**src/rtl/mem_arbiter_if.sv**
```systemverilog
// Bus bundle between the instruction/data requesters, the RAM and the arbiter.
// The arbiter takes the slave view; whoever drives requests and models the RAM
// takes the master view.
interface mem_arbiter_if;
  logic        iREN;
  logic [31:0] iaddr;
  logic        dREN;
  logic        dWEN;
  logic [31:0] daddr;
  logic [31:0] dstore;
  logic [31:0] ramload;
  logic [1:0]  ramstate;
  logic        ramREN;
  logic        ramWEN;
  logic [31:0] ramaddr;
  logic [31:0] ramstore;
  logic        ihit;
  logic        dhit;
  logic [31:0] iload;
  logic [31:0] dload;
  logic        merr;

  modport slave (
    input  iREN, iaddr, dREN, dWEN, daddr, dstore, ramload, ramstate,
    output ramREN, ramWEN, ramaddr, ramstore, ihit, dhit, iload, dload, merr
  );

  modport master (
    output iREN, iaddr, dREN, dWEN, daddr, dstore, ramload, ramstate,
    input  ramREN, ramWEN, ramaddr, ramstore, ihit, dhit, iload, dload, merr
  );
endinterface

```
**src/rtl/mem_arbiter.sv**
```systemverilog
// Single-port RAM arbiter between an instruction fetch side and a data side.
// Data normally wins; a saturating starve counter forces an instruction grant
// once STARVE_MAX data transactions have completed while a fetch was waiting.
// Only the FSM state and the starve counter are registered; RAM strobes and
// completion pulses are decoded combinationally from the current grant.
module mem_arbiter #(
  parameter int STARVE_MAX = 4
) (
  input logic         CLK,
  input logic         RST,
  mem_arbiter_if.slave bus
);

  typedef enum logic [1:0] {
    IDLE   = 2'd0,
    DGRANT = 2'd1,
    IGRANT = 2'd2
  } state_t;

  localparam logic [1:0] RS_BUSY   = 2'b01;
  localparam logic [1:0] RS_ACCESS = 2'b10;
  localparam logic [1:0] RS_ERROR  = 2'b11;
  localparam logic [2:0] SMAX      = 3'(STARVE_MAX);

  state_t     state;
  logic [2:0] starve;

  logic dreq;
  logic force_i;
  logic dhit_c;
  logic ihit_c;
  logic err_c;

  function automatic logic [2:0] sat_inc(input logic [2:0] v);
    sat_inc = (v >= SMAX) ? SMAX : v + 3'd1;
  endfunction

  // Request decode and completion conditions; a reset cycle never reports a hit or error
  always_comb begin
    dreq    = bus.dREN | bus.dWEN;
    force_i = bus.iREN && (starve == SMAX);
    dhit_c  = (state == DGRANT) && (bus.ramstate == RS_ACCESS) && dreq && !RST;
    ihit_c  = (state == IGRANT) && (bus.ramstate == RS_ACCESS) && bus.iREN && !RST;
    err_c   = (state != IDLE) && (bus.ramstate == RS_ERROR) && !RST;
  end

  // Arbitration FSM and starve counter; a grant ends on hit, error or requester drop
  always_ff @(posedge CLK) begin
    if (RST) begin
      state  <= IDLE;
      starve <= '0;
    end else begin
      case (state)
        IDLE: begin
          if (dreq && !force_i)
            state <= DGRANT;
          else if (bus.iREN)
            state <= IGRANT;
        end
        DGRANT: begin
          if (dhit_c || !dreq || bus.ramstate == RS_ERROR)
            state <= IDLE;
          if (dhit_c)
            starve <= bus.iREN ? sat_inc(starve) : 3'd0;
        end
        IGRANT: begin
          if (ihit_c || !bus.iREN || bus.ramstate == RS_ERROR)
            state <= IDLE;
          if (ihit_c)
            starve <= 3'd0;
        end
        default: state <= IDLE;
      endcase
    end
  end

  // RAM strobes, address mux and completion outputs for the current grant
  always_comb begin
    bus.ramREN   = 1'b0;
    bus.ramWEN   = 1'b0;
    bus.ramaddr  = '0;
    bus.ramstore = '0;
    bus.dhit     = 1'b0;
    bus.ihit     = 1'b0;
    bus.dload    = '0;
    bus.iload    = '0;
    bus.merr     = err_c;
    case (state)
      DGRANT: begin
        bus.ramaddr  = bus.daddr;
        bus.ramstore = bus.dstore;
        bus.ramWEN   = bus.dWEN;
        bus.ramREN   = bus.dREN & ~bus.dWEN;
        bus.dhit     = dhit_c;
        bus.dload    = (dhit_c && bus.ramREN) ? bus.ramload : '0;
      end
      IGRANT: begin
        bus.ramaddr  = bus.iaddr;
        bus.ramREN   = 1'b1;
        bus.ihit     = ihit_c;
        bus.iload    = ihit_c ? bus.ramload : '0;
      end
      default: ;
    endcase
  end

endmodule

```
**src/flat_wrapper.sv**
```systemverilog
// flat-port wrapper written by rule: the top's interface ports become plain ports
module mem_arbiter_flat 
#(
  parameter int STARVE_MAX = 4
)
  (CLK, RST, bus_iREN, bus_iaddr, bus_dREN, bus_dWEN, bus_daddr, bus_dstore, bus_ramload, bus_ramstate, bus_ramREN, bus_ramWEN, bus_ramaddr, bus_ramstore, bus_ihit, bus_dhit, bus_iload, bus_dload, bus_merr);
  mem_arbiter_if bus_i ();
  input logic CLK;
  input logic RST;
  input wire logic [$bits(bus_i.iREN)-1:0] bus_iREN;
  input wire logic [$bits(bus_i.iaddr)-1:0] bus_iaddr;
  input wire logic [$bits(bus_i.dREN)-1:0] bus_dREN;
  input wire logic [$bits(bus_i.dWEN)-1:0] bus_dWEN;
  input wire logic [$bits(bus_i.daddr)-1:0] bus_daddr;
  input wire logic [$bits(bus_i.dstore)-1:0] bus_dstore;
  input wire logic [$bits(bus_i.ramload)-1:0] bus_ramload;
  input wire logic [$bits(bus_i.ramstate)-1:0] bus_ramstate;
  output wire logic [$bits(bus_i.ramREN)-1:0] bus_ramREN;
  output wire logic [$bits(bus_i.ramWEN)-1:0] bus_ramWEN;
  output wire logic [$bits(bus_i.ramaddr)-1:0] bus_ramaddr;
  output wire logic [$bits(bus_i.ramstore)-1:0] bus_ramstore;
  output wire logic [$bits(bus_i.ihit)-1:0] bus_ihit;
  output wire logic [$bits(bus_i.dhit)-1:0] bus_dhit;
  output wire logic [$bits(bus_i.iload)-1:0] bus_iload;
  output wire logic [$bits(bus_i.dload)-1:0] bus_dload;
  output wire logic [$bits(bus_i.merr)-1:0] bus_merr;
  assign bus_i.iREN = bus_iREN;
  assign bus_i.iaddr = bus_iaddr;
  assign bus_i.dREN = bus_dREN;
  assign bus_i.dWEN = bus_dWEN;
  assign bus_i.daddr = bus_daddr;
  assign bus_i.dstore = bus_dstore;
  assign bus_i.ramload = bus_ramload;
  assign bus_i.ramstate = bus_ramstate;
  assign bus_ramREN = bus_i.ramREN;
  assign bus_ramWEN = bus_i.ramWEN;
  assign bus_ramaddr = bus_i.ramaddr;
  assign bus_ramstore = bus_i.ramstore;
  assign bus_ihit = bus_i.ihit;
  assign bus_dhit = bus_i.dhit;
  assign bus_iload = bus_i.iload;
  assign bus_dload = bus_i.dload;
  assign bus_merr = bus_i.merr;
  mem_arbiter #(.STARVE_MAX(STARVE_MAX)) u_core (.CLK(CLK), .RST(RST), .bus(bus_i));
endmodule
```
**config.mk**
```make
export PLATFORM = sky130hd
export DESIGN_NAME = mem_arbiter_flat
export DESIGN_NICKNAME = d
export VERILOG_FILES = /design/src/rtl/mem_arbiter_if.sv /design/src/rtl/mem_arbiter.sv /design/src/flat_wrapper.sv
export SDC_FILE = /design/constraint.sdc
export NUM_CORES = 1
export LEC_CHECK = 0
export ABC_AREA = 0
export BUFFER_PORTS_ARGS = -buffer_cell sky130_fd_sc_hd__buf_2
export CAP_MARGIN = 30
export CORE_AREA = 2 2 104 106
export CTS_CLUSTER_DIAMETER = 60
export DETAILED_ROUTE_END_ITERATION = 8
export DIE_AREA = 0 0 106 108
export PLACE_DENSITY = 0.49
export SLEW_MARGIN = 40
export SYNTH_ARGS = -nofsm -noshare
export SYNTH_HDL_FRONTEND = slang
export SYNTH_SLANG_ARGS = --single-unit
```
**constraint.sdc**
```tcl
create_clock -name CLK -period 1.65 [get_ports CLK]
set_input_delay 0.2475 -clock CLK [delete_from_list [all_inputs] [get_ports CLK]]
set_output_delay 0.2475 -clock CLK [all_outputs]
set_load 0.01 [all_outputs]
```
==> results.yml, run 1 <==
synth:
  synth-edff-count: 0
  ys_seq_area_frac: 0.0639
  yosys-top-cells-area: "and2_1 39%, a22oi_1 16%, nor2b_1 13%, dfxtp_1 6.4%, clkbuf_1 4.1%"
  synth_fp_nets: 374
  synth_seq_cells: 5
  synth.avg_cell_area_um2: 6.69
  yosysTopAreaCell: "and2_1"
  synth_common_cells: "97 x and2_1, 33 x a22oi_1, 32 x nor2b_1"
  syn_area_um2: 1570
  synthDistinctLibCells: 28
  yosysMostFrequentCell: "and2_1"
  synth_top_area_share: 0.388
  ys_async_sr_fraction: 0
  yosysWarnings: 0
  syn_inst: 234
  ys.flop_type: "dfxtp_1"
detailed_routing:
  drc_errors: 0
  drt_iter0_markers: 119
  viasPerCell: 4.30
  firstDrtPassIters: 4
  met1_length_um: 3490
  top_layer: "met4"
  route.met2.wl_um: 5680
  wl_met3_um: 679
  ant_nets: 0
  wl_um: 9910
  vias: 2785
  wl_per_cell_um: 15.3
power:
  powerDensity_nw_per_um2: 469
  cellLeakagePower_nw: 2.14
  ir_drop_v: 0.000212
outcome:
  violations: "negative setup slack"
  status: "complete, but fails checks"
clock_network:
  clkTransAtPathRegs_ns: 0.04
  clock-root-buffer: "clkbuf_8"
  cts_tree: "yes"
  clock_path_buffers: 2
  clkLatencyLatePin_ns: 0.22
  cts_made_buffers: 3
  cts_max_level: 1
  cts.sink_count: 5
die:
  row_count: 37
  die_y_um: 108
  start_util: 0.153
  pin_count: 268
  die_w_um: 106
  core_area_um2: 10200
  die_area_um2: 11400
worst_setup_path:
  setup.worst_path.end_class: "primary output"
  r2r_start: "u_core.state[1]"
  cp-start-kind: "primary input"
  cp_max_fo: 8
  path_class: "primary input to primary output"
  cp_data_required_time_ns: 1.40
  cp.arrival_ns: 1.77
  startpoint: "bus_ramstate[0]"
grt:
  grt-ovfl-total: 0
  grt_max_degree: 52
  grt_pass1_vias: 2554
  grt.total_usage: 0.135
  antenna_found_initial: 0
  grt_pass1_wl_um: 12500
timing:
  finalMaxSlewViolations: 0
  finalHoldViolations: 0
  tns_ns: -29.80
  tightest_slew_ns: 0.395
  grt_setup_unrepaired: "true"
  skew_ns: 0.000138
  fin_crit_sh: 1.22
  setup_viol: 132
  slew-limit-headroom: 0.734
  setup_ws_ns: -0.368
  fmax_ghz: 0.496
  fin_crit_ns: 2.02
final_layout:
  drive_gt1_frac: 0.712
  final_nets: 652
  final_cells: 647
  final_util: 0.385
  antenna_cells: 0
  nFillCells: 1018
  multi_input_area_um2: 1600
  ff_latch_area_um2: 105
  syn_to_final_growth_pct: 152
placement:
  numPortBuffers: 267
  place.gp.congestion: 0.725
  numPlacedInstances: 629
  place_hpwl_um: 7310
worst_hold_path:
  min_path_type: "primary input to flip-flop"
  min_from: "RST"
flow_run:
  cap_violations: 0
==> per-layer routing <==
metal	track usage	up-vias
li1	-	1326
met1	0.136	1285
met2	0.294	170
met3	0.0175	4
met4	0.0207	0
met5	0	-
==> per-stage QoR <==
stage	setup slack, ns	power [mW]	area, um2	hold WS (ns)
2_1_floorplan	-0.161	0.697	1610	0.428
6_report	-0.368	1.85	3940	0.413
5_1_grt	-0.424	1.99	3940	0.435
4_1_cts	-0.341	1.49	3330	0.389
3_5_place_dp	-0.266	1.22	3180	0.493
3_3_place_gp	-0.245	1.21	3180	0.487
==> what timing repair did <==
item                                    in CTS  in global routing
pin swaps                                    2                 25
cloned                                       0                  9
hold buffers                                 0                  0
hold endpoints to repair                     0                  0
gates resized for setup                     21                 80
endpoints found under the setup margin     133                135
setup buffers                                0                  5
==> critical path, stage by stage <==
cell,delay (ns)
buf_2,0.11
or3b_4,0.39
or2_4,0.27
nor3b_4,0.19
buf_6,0.16
clkbuf_16,0.16
and2_4,0.14
buf_6,0.09
==> path summary, 6_finish.rpt <==
path,end,depth (start not counted),slack (ns)
max,bus_dload[8],8,-0.37
min,u_core.state[1],3,0.41
max reg2reg,u_core.state[1],7,0.04
min reg2reg,u_core.starve[1],2,0.49
==> cells in the final DEF, fill, tap and decap left out, types with 2 or more instances in the layout <==
cell type	instances
and2_1	65
clkbuf_8	3
nor2b_1	23
ha_4	2
o21ai_0	3
buf_12	5
nand2_1	3
a22oi_2	10
inv_1	3
nand2b_1	6
mux2i_1	2
nor3b_1	2
inv_2	3
nor2_1	3
a22oi_1	23
and2_4	32
buf_4	10
a21oi_1	2
ha_1	3
dfxtp_1	3
buf_6	48
buf_2	226
nor2b_4	9
clkbuf_16	6
==> layout make-up <==
| type | instances | share of cell area |
|---|---|---|
| timing repair buffer | 295 | 0.507 |
| multi-input combinational | 201 | 0.406 |
| tap | 136 | 0.0432 |
| sequential | 5 | 0.0267 |
| clock buffer | 4 | 0.0114 |
| inverter | 6 | 0.00572 |
==> power breakdown <==
part,internal (mW),switching [mW]
logic,0.797,0.675
registers,0.136,0.0108
clock network,0.166,0.0629
==> logic make-up (layout without fill, tap and decap cells) <==
family	count (synthesis)	after routing	share of synthesized area
and+or+nand+nor	150	150	0.604
AOI/OAI and AO/OA	44	44	0.205
buffers and inverters	28	305	0.0743
adders and majority gates	5	5	0.0400
DFF	5	5	0.0640
muxes	2	2	0.0128
==> registers in the layout, summed over array words and instances, names as in the netlist <==
name / flops
u_core.starve: 3
u_core.state: 2
(Power assumes the default switching activity.)
==> run 2, diff against run 1 <==
BUFFER_PORTS_ARGS = unset   (was -buffer_cell sky130_fd_sc_hd__buf_2)
DONT_BUFFER_PORTS = 1   (was unset)
MAX_ROUTING_LAYER = met4   (was unset)
PLACE_DENSITY = 0.3   (was 0.49)
==> run 2 against run 1 <==
Net effect:
- the flow still finishes with violations (negative setup slack)
- critical path type is now flip-flop to primary output
- final area down 17%
- via count down 29%
- setup slack better by 0.10 ns
- final cell count down 37%
- first-iteration DRC count down 42%
- power up 11%
- sequential power about the same
- largest power group unchanged
==> results.yml, run 2 (same netlist as run 1, synthesis figures left out) <==
detailed_routing:
  vias: 1970
  firstDrtPassIters: 4
  drc_errors: 0
  viasPerCell: 4.86
  ant_nets: 0
  wl_um: 9490
  drt_iter0_markers: 69
  wl_per_cell_um: 23.4
final_layout:
  final_nets: 409
  layout_common_cells: "80 x and2_4, 32 x nor2b_4, 30 x a22oi_2"
  largest_reg_flops: 3
  nFillCells: 1055
  syn_to_final_growth_pct: 108
  final_util: 0.318
  top_register: "u_core.starve"
  mostFrequentLayoutCell: "and2_4"
  drive_gt1_frac: 0.821
  top_regs: "u_core.starve x3, u_core.state x2"
clock_network:
  clock-root-buffer: "clkbuf_8"
  clock_path_buffers: 2
  clkTransAtPathRegs_ns: 0.03
  cts_tree: "yes"
  clkLatencyLatePin_ns: 0.22
  cts_made_buffers: 3
  cts.sink_count: 5
  cts_max_level: 1
  cts_hold_buf: 0
timing:
  setup_viol: 99
  tightest_slew_ns: 0.609
  skew_ns: 0.000543
  finalHoldViolations: 0
  grt_setup_unrepaired: "true"
  fin_crit_sh: 1.16
  slew-limit-headroom: 0.590
  tns_ns: -16.62
  fmax_ghz: 0.522
  finalMaxSlewViolations: 0
  setup_ws_ns: -0.266
  fin_crit_ns: 1.92
die:
  pin_count: 268
  row_count: 37
  die_w_um: 106
  core_area_um2: 10200
  die_y_um: 108
  start_util: 0.153
  die_area_um2: 11400
worst_setup_path:
  setup.worst_path.end_class: "primary output"
  crit_chain: "inv_2 -> ha_4 -> inv_4 -> or2_4 -> nor3b_4 -> buf_6 -> buf_12 -> and2_4"
  path_class: "flip-flop to primary output"
  cpPeakStageDelay_ns: 0.31
  ff2ff_path_depth: 9
  slowest_stage: "dfxtp_2"
  cp_max_fo: 16
  cp_data_required_time_ns: 1.40
  cp-start-kind: "flip-flop"
  cp.arrival_ns: 1.67
grt:
  grt_pass1_wl_um: 12100
  grt-ovfl-total: 0
  grt_max_degree: 30
  grt_pass1_vias: 1951
  grt.total_usage: 0.147
  antenna_found_initial: 1
placement:
  place_hpwl_um: 6020
  dp_slack_ns: -0.109
  numPortBuffers: 0
  place.gp.congestion: 0.698
worst_hold_path:
  min_path_type: "primary input to flip-flop"
  whs_path_depth: 1
power:
  cellLeakagePower_nw: 1.21
  ir_drop_v: 0.000276
  powerDensity_nw_per_um2: 634
flow_run:
  cap_violations: 0
outcome:
  violations: "negative setup slack"
  status: "complete, but fails checks"
## run 2: cell types whose count changed in the layout (fill, tap and decap cells not counted), moves of 3 or more
| cell | before | now |
|---|---|---|
| buf_16 | 0 | 9 |
| buf_8 | 0 | 6 |
| buf_4 | 10 | 14 |
| buf_2 | 226 | 0 |
| and2_1 | 65 | 16 |
| buf_12 | 5 | 8 |
| buf_6 | 48 | 10 |
| nor2b_4 | 9 | 32 |
| nor2b_1 | 23 | 0 |
| and2_4 | 32 | 80 |
| a22oi_2 | 10 | 30 |
| a22oi_1 | 23 | 3 |
## run 2: path summary, 6_finish.rpt
check	startpoint	end	slack (ns)
max	u_core.state[1]	bus_dload[25]	-0.27
min	RST	u_core.state[1]	0.1
max reg2reg	u_core.state[1]	u_core.starve[1]	0
min reg2reg	u_core.starve[0]	u_core.starve[0]	0.50
## run 2: critical path: cells and delay by family, from the launching register on
kind | cells | cell delay [ns]
simple gates | 3 | 0.56
fa+ha+maj | 1 | 0.15
buf+inv | 4 | 0.41
flops | 1 | 0.31
## run 2: metal layers
metal | global-route usage | wire, um | vias to the layer above
met4 | 0.0348 | 158 | 0
met2 | 0.293 | 5250 | 170
li1 | - | - | 849
met1 | 0.144 | 3290 | 942
met5 | - | 0 | -
met3 | 0.0319 | 786 | 9
## run 2: area by class of cell
cell class	count	area [um2]	area share
inverter	6	30.0	0.00924
timing repair buffer	52	841	0.259
multi-input combinational	201	2060	0.633
sequential	5	105	0.0323
clock buffer	4	45.0	0.0139
tap	136	170	0.0523
antenna	1	2.50	0.000770
## run 2: power breakdown
| part | switching (mW) | total, mW | internal [mW] |
|---|---|---|---|
| clock | 0.0580 | 0.224 | 0.166 |
| combinational | 0.743 | 1.69 | 0.947 |
| sequential | 0.0109 | 0.147 | 0.136 |
| total | 0.812 | 2.06 | 1.25 |
## run 2: timing repair
item	4_1_cts	5_1_grt
setup buffers	16	9
pin swaps	48	15
cloned	13	5
setup endpoints to repair	109	135
gates resized for setup	193	38
## run 2: through the flow
| stage | hold WS (ns) | instance area (um2) | power (mW) | cells |
|---|---|---|---|---|
| 2_1_floorplan | 0.428 | 1610 | 0.697 | 234 |
| 3_3_place_gp | 0.332 | 1870 | 0.903 | 366 |
| 3_5_place_dp | 0.329 | 1870 | 0.906 | 366 |
| 4_1_cts | 0.0926 | 3080 | 1.88 | 399 |
| 5_1_grt | 0.0949 | 3250 | 2.17 | 405 |
| 6_report | 0.0987 | 3250 | 2.06 | 405 |
==> run 3, diff against run 2 <==
GPL_TIMING_DRIVEN = 0   (was unset)
==> run 3 against run 2 <==
Net effect:
- sequential power barely moved
- worst hold slack improved by 0.11 ns
- largest cell class unchanged
- the run still ends with negative setup slack left
- first-iteration DRC count rose by 8.7%
- maximum frequency fell by 1.3%
- clock power barely moved
- core utilization fell by 2.5 points
==> results.yml, run 3 (same netlist as run 1, synthesis figures left out) <==
clock_network:
  clkLatencyLatePin_ns: 0.22
  cts_hold_buf: 0
  clock_path_buffers: 2
  clock-root-buffer: "clkbuf_8"
  clkTransAtPathRegs_ns: 0.04
  cts_made_buffers: 3
  cts_tree: "yes"
  cts.sink_count: 5
  cts_max_level: 1
final_layout:
  syn_to_final_growth_pct: 91.3
  multi_input_area_um2: 1910
  top_regs: "u_core.starve x3, u_core.state x2"
  ff_latch_area_um2: 105
  nFillCells: 1058
  top_register: "u_core.starve"
  mostFrequentLayoutCell: "and2_4"
  drive_gt1_frac: 0.851
  largest_reg_flops: 3
  final_cells: 405
  layout_common_cells: "97 x and2_4, 31 x a22oi_2, 24 x nor2b_2"
  final_nets: 410
  antenna_cells: 0
  final_util: 0.293
worst_setup_path:
  cpPeakStageDelay_ns: 0.42
  cp-start-kind: "primary input"
  critPathTopFamily: "simple AND/OR/NAND/NOR gates"
  cp_max_fo: 10
  setup.worst_path.end_class: "primary output"
  path_class: "primary input to primary output"
  slowest_stage: "or3b_4"
  cp_data_required_time_ns: 1.40
  crit_chain: "buf_12 -> or3b_4 -> or2_4 -> nor3b_4 -> buf_6 -> clkbuf_16 -> and2_4"
  cp.arrival_ns: 1.69
  path_buf_inv: 3
timing:
  fmax_ghz: 0.515
  slew-limit-headroom: 0.660
  finalMaxSlewViolations: 0
  setup_ws_ns: -0.292
  fin_crit_sh: 1.18
  setup_viol: 132
  fin_crit_ns: 1.94
  finalHoldViolations: 0
  grt_setup_unrepaired: "true"
  tightest_slew_ns: 0.504
  skew_ns: 0.000899
outcome:
  status: "complete, but fails checks"
  violations: "negative setup slack"
grt:
  grt_pass1_vias: 1741
  grt.total_usage: 0.121
  antenna_found_initial: 0
  grt_pass1_wl_um: 10200
  grt-ovfl-total: 0
  grt_max_degree: 11
die:
  die_area_um2: 11400
  start_util: 0.153
  pin_count: 268
  die_w_um: 106
  core_area_um2: 10200
  row_count: 37
  die_y_um: 108
placement:
  place_hpwl_um: 6680
  numPlacedInstances: 370
  numPortBuffers: 0
  place.gp.congestion: 0.730
detailed_routing:
  wl_um: 8400
  drt_iter0_markers: 75
  vias: 1946
  ant_nets: 0
  drc_errors: 0
  firstDrtPassIters: 4
  wl_per_cell_um: 20.7
  viasPerCell: 4.80
worst_hold_path:
  min_path_type: "primary input to flip-flop"
power:
  powerDensity_nw_per_um2: 599
  fin_total_pwr_mw: 1.79
  ir_drop_v: 0.000320
  cellLeakagePower_nw: 1.14
flow_run:
  cap_violations: 0
[run 3: area by class of cell]
class                   instances  share of cell area
plain buffers                  20               0.101
multi-input cells             201               0.637
well taps                     136              0.0568
repair buffers                 33               0.147
flip-flops and latches          5              0.0351
inverters                       6             0.00836
clock buffers                   4              0.0150
[run 3: metal layers]
layer / wire, um / global-route usage / up-vias
met5: 0 / - / -
met4: 168 / 0.0254 / 0
met3: 735 / 0.0241 / 9
met2: 4690 / 0.244 / 171
met1: 2800 / 0.119 / 918
li1: - / - / 848
[run 3: timing repair]
item,4_1_cts,5_1_grt
pin swaps,16,47
gates cloned,4,7
buffers inserted,11,11
resized for setup,129,133
setup endpoints to repair,136,135
[run 3: path summary, 6_finish.rpt]
path | from | to | slack [ns] | cells past startpoint
worst max-delay path | RST | bus_dload[14] | -0.29 | 7
worst min-delay path | RST | u_core.state[1] | 0.21 | 2
worst max register to register | u_core.state[1] | u_core.starve[0] | -0.06 | 9
worst min register to register | u_core.starve[1] | u_core.starve[1] | 0.50 | 2
[run 3: where the power goes]
part	internal, mW	switching [mW]
Sequential	0.136	0.0134
Combinational	0.802	0.617
Clock	0.166	0.0611
Total	1.10	0.691
[run 3: metrics by stage]
step	worst slack [ns]	TNS [ns]	hold slack [ns]	area [um2]
final	-0.292	-23.35	0.206	2990
after global routing	-0.350	-29.99	0.211	2990
after CTS	-0.331	-23.40	0.215	2340
after detailed placement	-0.659	-60.27	0.454	1780
after global placement	-0.650	-57.63	0.458	1780
after floorplan	-0.161	-4.46	0.428	1610
